==> config.mk <==
export PLATFORM = sky130hd
export DESIGN_NAME = elevator_ctrl_flat
export DESIGN_NICKNAME = d
export VERILOG_FILES = /design/src/rtl/elevator_ctrl_if.sv /design/src/rtl/elevator_ctrl.sv /design/src/flat_wrapper.sv
export SDC_FILE = /design/constraint.sdc
export NUM_CORES = 1
export LEC_CHECK = 0
export CAP_MARGIN = 5
export CELL_PAD_IN_SITES_DETAIL_PLACEMENT = 0
export CELL_PAD_IN_SITES_GLOBAL_PLACEMENT = 1
export CORE_UTILIZATION = 30
export DETAILED_ROUTE_END_ITERATION = 8
export MAX_ROUTING_LAYER = met4
export PLACE_DENSITY_LB_ADDON = 0.1
export SLEW_MARGIN = 20
export SYNTH_ARGS = -nofsm -noshare
export SYNTH_HDL_FRONTEND = slang
export SYNTH_SLANG_ARGS = --single-unit
==> constraint.sdc <==
create_clock -name clk -period 3.7 [get_ports clk]
set_input_delay 0.74 -clock clk [delete_from_list [all_inputs] [get_ports clk]]
set_output_delay 0.74 -clock clk [all_outputs]
set_load 0.02 [all_outputs]
==> src/rtl/elevator_ctrl_if.sv <==
// rtl/elevator_ctrl_if.sv - call inputs and car status outputs of the elevator controller
interface elevator_ctrl_if;
  logic [3:0] req;
  logic [1:0] floor;
  logic [1:0] dir;
  logic       door_open;
  logic [3:0] pending;

  modport master (
    output req,
    input  floor, dir, door_open, pending
  );

  modport slave (
    input  req,
    output floor, dir, door_open, pending
  );
endinterface

==> src/rtl/elevator_ctrl.sv <==
// rtl/elevator_ctrl.sv - 4-floor SCAN elevator scheduler with travel and door-dwell timers
module elevator_ctrl #(
  parameter int TRAVEL_CYCLES = 100_000_000,
  parameter int DOOR_CYCLES   = 200_000_000
) (
  input  logic           clk,
  input  logic           rst_n,
  elevator_ctrl_if.slave bus
);
  localparam int MAXC = (TRAVEL_CYCLES > DOOR_CYCLES) ? TRAVEL_CYCLES : DOOR_CYCLES;
  localparam int TW   = (MAXC > 1) ? $clog2(MAXC) : 1;
  localparam logic [TW-1:0] TRAVEL_LAST = TW'(TRAVEL_CYCLES - 1);
  localparam logic [TW-1:0] DOOR_LAST   = TW'(DOOR_CYCLES - 1);

  typedef enum logic [1:0] {IDLE, MOVE_UP, MOVE_DOWN, DOOR} state_t;

  state_t        state_q, state_d;
  logic [TW-1:0] timer_q, timer_d;
  logic [1:0]    floor_q, floor_d;
  logic [1:0]    dir_q, dir_d;
  logic          door_q, door_d;
  logic [3:0]    pending_q, pending_d;
  logic          up_q, up_d;
  logic [3:0]    calls, served;
  logic [1:0]    nf;
  logic          above, below, ahead_after;

  function automatic logic [3:0] above_of(input logic [1:0] f);
    case (f)
      2'd0:    above_of = 4'b1110;
      2'd1:    above_of = 4'b1100;
      2'd2:    above_of = 4'b1000;
      default: above_of = 4'b0000;
    endcase
  endfunction

  function automatic logic [3:0] below_of(input logic [1:0] f);
    below_of = ~(above_of(f) | (4'b0001 << f));
  endfunction

  always_comb begin
    state_d     = state_q;
    timer_d     = timer_q;
    floor_d     = floor_q;
    dir_d       = dir_q;
    door_d      = door_q;
    up_d        = up_q;
    served      = '0;
    nf          = floor_q;
    ahead_after = 1'b0;
    calls       = pending_q | bus.req;
    above       = |(calls & above_of(floor_q));
    below       = |(calls & below_of(floor_q));
    case (state_q)
      IDLE: begin
        dir_d   = 2'd3;
        door_d  = 1'b0;
        timer_d = '0;
        if (calls[floor_q]) begin
          state_d         = DOOR;
          door_d          = 1'b1;
          served[floor_q] = 1'b1;
        end else if (up_q ? above : below) begin
          state_d = up_q ? MOVE_UP : MOVE_DOWN;
          dir_d   = up_q ? 2'd1 : 2'd2;
        end else if (up_q ? below : above) begin
          state_d = up_q ? MOVE_DOWN : MOVE_UP;
          dir_d   = up_q ? 2'd2 : 2'd1;
          up_d    = ~up_q;
        end
      end
      MOVE_UP, MOVE_DOWN: begin
        timer_d = timer_q + 1'b1;
        if (timer_q == TRAVEL_LAST) begin
          nf          = (state_q == MOVE_UP) ? floor_q + 2'd1 : floor_q - 2'd1;
          floor_d     = nf;
          timer_d     = '0;
          ahead_after = |(calls & ((state_q == MOVE_UP) ? above_of(nf) : below_of(nf)));
          if (calls[nf]) begin
            state_d    = DOOR;
            dir_d      = 2'd3;
            door_d     = 1'b1;
            served[nf] = 1'b1;
          end else if (!ahead_after) begin
            // Unreachable while calls clear only when served; keeps floor inside 0..3.
            state_d = IDLE;
            dir_d   = 2'd3;
          end
        end
      end
      DOOR: begin
        // A call at the open door only extends the dwell, it is never latched.
        served[floor_q] = 1'b1;
        timer_d         = timer_q + 1'b1;
        if (bus.req[floor_q]) begin
          timer_d = '0;
        end else if (timer_q == DOOR_LAST) begin
          state_d = IDLE;
          door_d  = 1'b0;
          timer_d = '0;
        end
      end
      default: state_d = IDLE;
    endcase
    pending_d = calls & ~served;
  end

  always_ff @(posedge clk or negedge rst_n) begin
    if (!rst_n) begin
      state_q   <= IDLE;
      timer_q   <= '0;
      floor_q   <= 2'd0;
      dir_q     <= 2'd3;
      door_q    <= 1'b0;
      pending_q <= 4'b0000;
      up_q      <= 1'b1;
    end else begin
      state_q   <= state_d;
      timer_q   <= timer_d;
      floor_q   <= floor_d;
      dir_q     <= dir_d;
      door_q    <= door_d;
      pending_q <= pending_d;
      up_q      <= up_d;
    end
  end

  assign bus.floor     = floor_q;
  assign bus.dir       = dir_q;
  assign bus.door_open = door_q;
  assign bus.pending   = pending_q;
endmodule

==> src/flat_wrapper.sv <==
// flat-port wrapper written by rule: the top's interface ports become plain ports
module elevator_ctrl_flat 
#(
  parameter int TRAVEL_CYCLES = 100_000_000,
  parameter int DOOR_CYCLES   = 200_000_000
)
  (clk, rst_n, bus_req, bus_floor, bus_dir, bus_door_open, bus_pending);
  elevator_ctrl_if bus_i ();
  input  logic clk;
  input  logic rst_n;
  input wire logic [$bits(bus_i.req)-1:0] bus_req;
  output wire logic [$bits(bus_i.floor)-1:0] bus_floor;
  output wire logic [$bits(bus_i.dir)-1:0] bus_dir;
  output wire logic [$bits(bus_i.door_open)-1:0] bus_door_open;
  output wire logic [$bits(bus_i.pending)-1:0] bus_pending;
  assign bus_i.req = bus_req;
  assign bus_floor = bus_i.floor;
  assign bus_dir = bus_i.dir;
  assign bus_door_open = bus_i.door_open;
  assign bus_pending = bus_i.pending;
  elevator_ctrl #(.TRAVEL_CYCLES(TRAVEL_CYCLES), .DOOR_CYCLES(DOOR_CYCLES)) u_core (.clk(clk), .rst_n(rst_n), .bus(bus_i));
endmodule
==> flow_summary.yaml <==
synthesis:
  yosys.area_share.xor_xnor_pct: 10.9
  yosys.area_share.simple_pct: 24.4
  synth_nets: 254
  synth_area_per_cell_um2: 9.79
  synth-edff-count: 0
  synth_warnings: 0
  ys_seq_elements: 40
  synth_cell_type_count: 48
  ys_seq_area_share_pct: 42.9
  synth_top_family_by_area: "simple AND/OR/NAND/NOR gates"
  ys_top_cells_by_count: "nor2_1 (43), dfrtp_1 (37), nand2_1 (18)"
  synth.largest_area_cell: "dfrtp_1"
  synthMuxAreaShare_pct: 4.87
  netlist_area_um2: 2340
  synth.most_common_cell: "nor2_1"
  synth-main-ff-cell: "dfrtp_1"
  async_flop_share_pct: 100
  synthAdderAreaFrac_pct: 4.81
  synth_area_leaders: "dfrtp_1 (40%), nor2_1 (6.9%), xnor2_1 (5.6%)"
  synth_compound_area_share_pct: 9.68
  yosys.area.top_type_share_pct: 39.6
  synthCells: 239
cts:
  cts.sinks: 40
  cts_resized: 0
  cts_buffers: 5
  clkLatencyLatePin_ns: 0.30
  ctsLongestPathBuffers: 2
  clkTransAtPathRegs_ns: 0.08
  htree_num_levels: 2
  cts_root_buf: "clkbuf_8"
  cts_tree: "done"
  hold_buffers: 0
  postCtsSetupBuffers: 0
global_route:
  track_usage_pct: 13.8
  grt_antenna_before_repair: 0
  grt_pass1_vias: 1705
  grt-ovfl-total: 0
  grt_pass1_wl_mm: 8.64
  grt_max_degree: 41
floorplan:
  core-area_um2: 7410
  dieArea_um2: 8160
  rows: 31
  ioPinCount: 15
  start_util_pct: 31.6
  fp.dieH_um: 90.3
  die_w_um: 90.3
finish:
  nets: 269
  drive_gt1_share_pct: 9.80
  area_growth_pct: 14.5
  postLayoutCoreUtil_pct: 36.2
  fillers: 754
  diodes: 0
routing:
  drt_iter0_drc: 61
  viasPerCell: 4.93
  wl_per_cell_um: 14.5
  via_count: 1746
  drt_pre_antenna_iters: 4
  drc: 0
  drtAntennaViolNets: 0
  wirelength_mm: 5.13
power:
  p_sw_uw: 523
  vdd_drop_max_mv: 0.257
  combinationalPowerShare_pct: 37.9
  power.density_nw_per_um2: 525
  p_leak_uw: 0.00105
  switching_share_pct: 37.2
  p_seq_share_pct: 36.4
  p_clk_share_pct: 25.7
  p_int_uw: 884
sta:
  tightest_slew_ns: 0.945
  finalClockSkew_ns: 0.00916
  period_share_pct: 87.5
  setup_tns_ns: 0
  hold_slack_ns: 0.468
  grt_setup_unrepaired: "no"
  setup_viol: 0
  fmax_mhz: 309
  worst_slack_ns: 0.464
  max_slew_margin_pct: 37.0
  hold_viol: 0
  fin_crit_ns: 3.24
  maxSlewViolCount: 0
outcome:
  outcome: "finished clean"
worst_setup_path:
  crit_arrival_ns: 3.41
  worstSetupStartpointType: "register"
  crit_required_ns: 3.88
  critical_path_class: "reg -> reg"
  cp-end-kind: "register"
  startpoint: "u_core.bus.floor[0]"
  crit_path_max_fanout: 11
  rr_startpoint: "u_core.bus.floor[0]"
place:
  numPortBuffers: 14
  detailedPlacementHpwl_mm: 3.61
  gp_congestion: 0.832
  place_ws_ns: 0.511
job:
  drv_cap: 0
hold_path:
  worstHoldPathType: "reg -> reg"
  hold_start: "u_core.timer_q[0]"
## worst paths after layout
| path | cells after the start | slack, ns | to |
|---|---|---|---|
| setup / recovery | 7 | 0.46 | u_core.state_q[0] |
| hold / removal | 1 | 0.47 | u_core.timer_q[0] |
| setup reg to reg | 7 | 0.46 | u_core.state_q[0] |
| hold reg to reg | 1 | 0.47 | u_core.timer_q[0] |
| max in group asynchronous | 1 | 2.54 | u_core.timer_q[9] |
| min in group asynchronous | 1 | 0.56 | u_core.bus.pending[0] |
## cells by family after synthesis
group	Yosys count
AOI/OAI and AO/OA	31
DFF	40
xor gates and xnor gates	29
muxes	7
and+or+nand+nor	109
adders and majority gates	9
buffers and inverters	14
## placed cells by master (no fill, tap or decap), drive strengths merged, types with 7 or more instances in the layout
cell,n
nand4,8
xor2,14
dfrtp,37
ha,9
nor2,43
xnor2,15
inv,8
a21oi,7
nand2,18
clkdlybuf4s50,13
nand3,9
## final cells by class
cell class / count / area (um2) / share of cell area [%]
multi-input cells: 185 / 1280 / 47.7
repair buffers: 14 / 135 / 5.04
well taps: 99 / 124 / 4.62
inverters: 8 / 30.0 / 1.12
clock inverters: 2 / 35.0 / 1.31
clock buffers: 6 / 72.6 / 2.71
flip-flops and latches: 40 / 1000 / 37.5
## per-layer routing
metal / vias to the layer above / GRT usage, % / part of all wire [%]
met4: 0 / 4.03 / 0.90
li1: 873 / - / -
met2: 27 / 21.4 / 45
met1: 841 / 18.2 / 51
met5: - / - / 0
met3: 5 / 2.86 / 2.3
## registers in the layout, indices dropped and copies added, names as in the netlist
register and count:
u_core.timer_q 28, u_core.bus.pending 4, u_core.bus.dir 2, u_core.bus.floor 2, u_core.state_q 2, u_core.bus.door_open 1
u_core.up_q 1
## worst max-delay path: stages (launching register included)
cell and delay [ns]:
dfrtp_1 0.62, inv_1 0.21, ha_1 0.43, xor2_1 0.38, mux4_2 0.60, and2_2 0.23
a221oi_4 0.32, mux2_4 0.32
## power groups by stage
stage               Clock (uW)  Combinational (uW)  Sequential [uW]
floorplan                    0                 393              535
detailed placement           0                 543              521
global placement             0                 548              521
finish                     361                 533              512
global route               393                 593              517
CTS                        375                 544              513
## metrics by stage
stage / area, um2 / power, uW / instances
after floorplan: 2340 / 928 / 239
after global placement: 2570 / 1070 / 346
after detailed placement: 2570 / 1060 / 346
after CTS: 2680 / 1430 / 354
after global routing: 2680 / 1500 / 354
final: 2680 / 1410 / 354
Power figures use the tool's default switching activity.
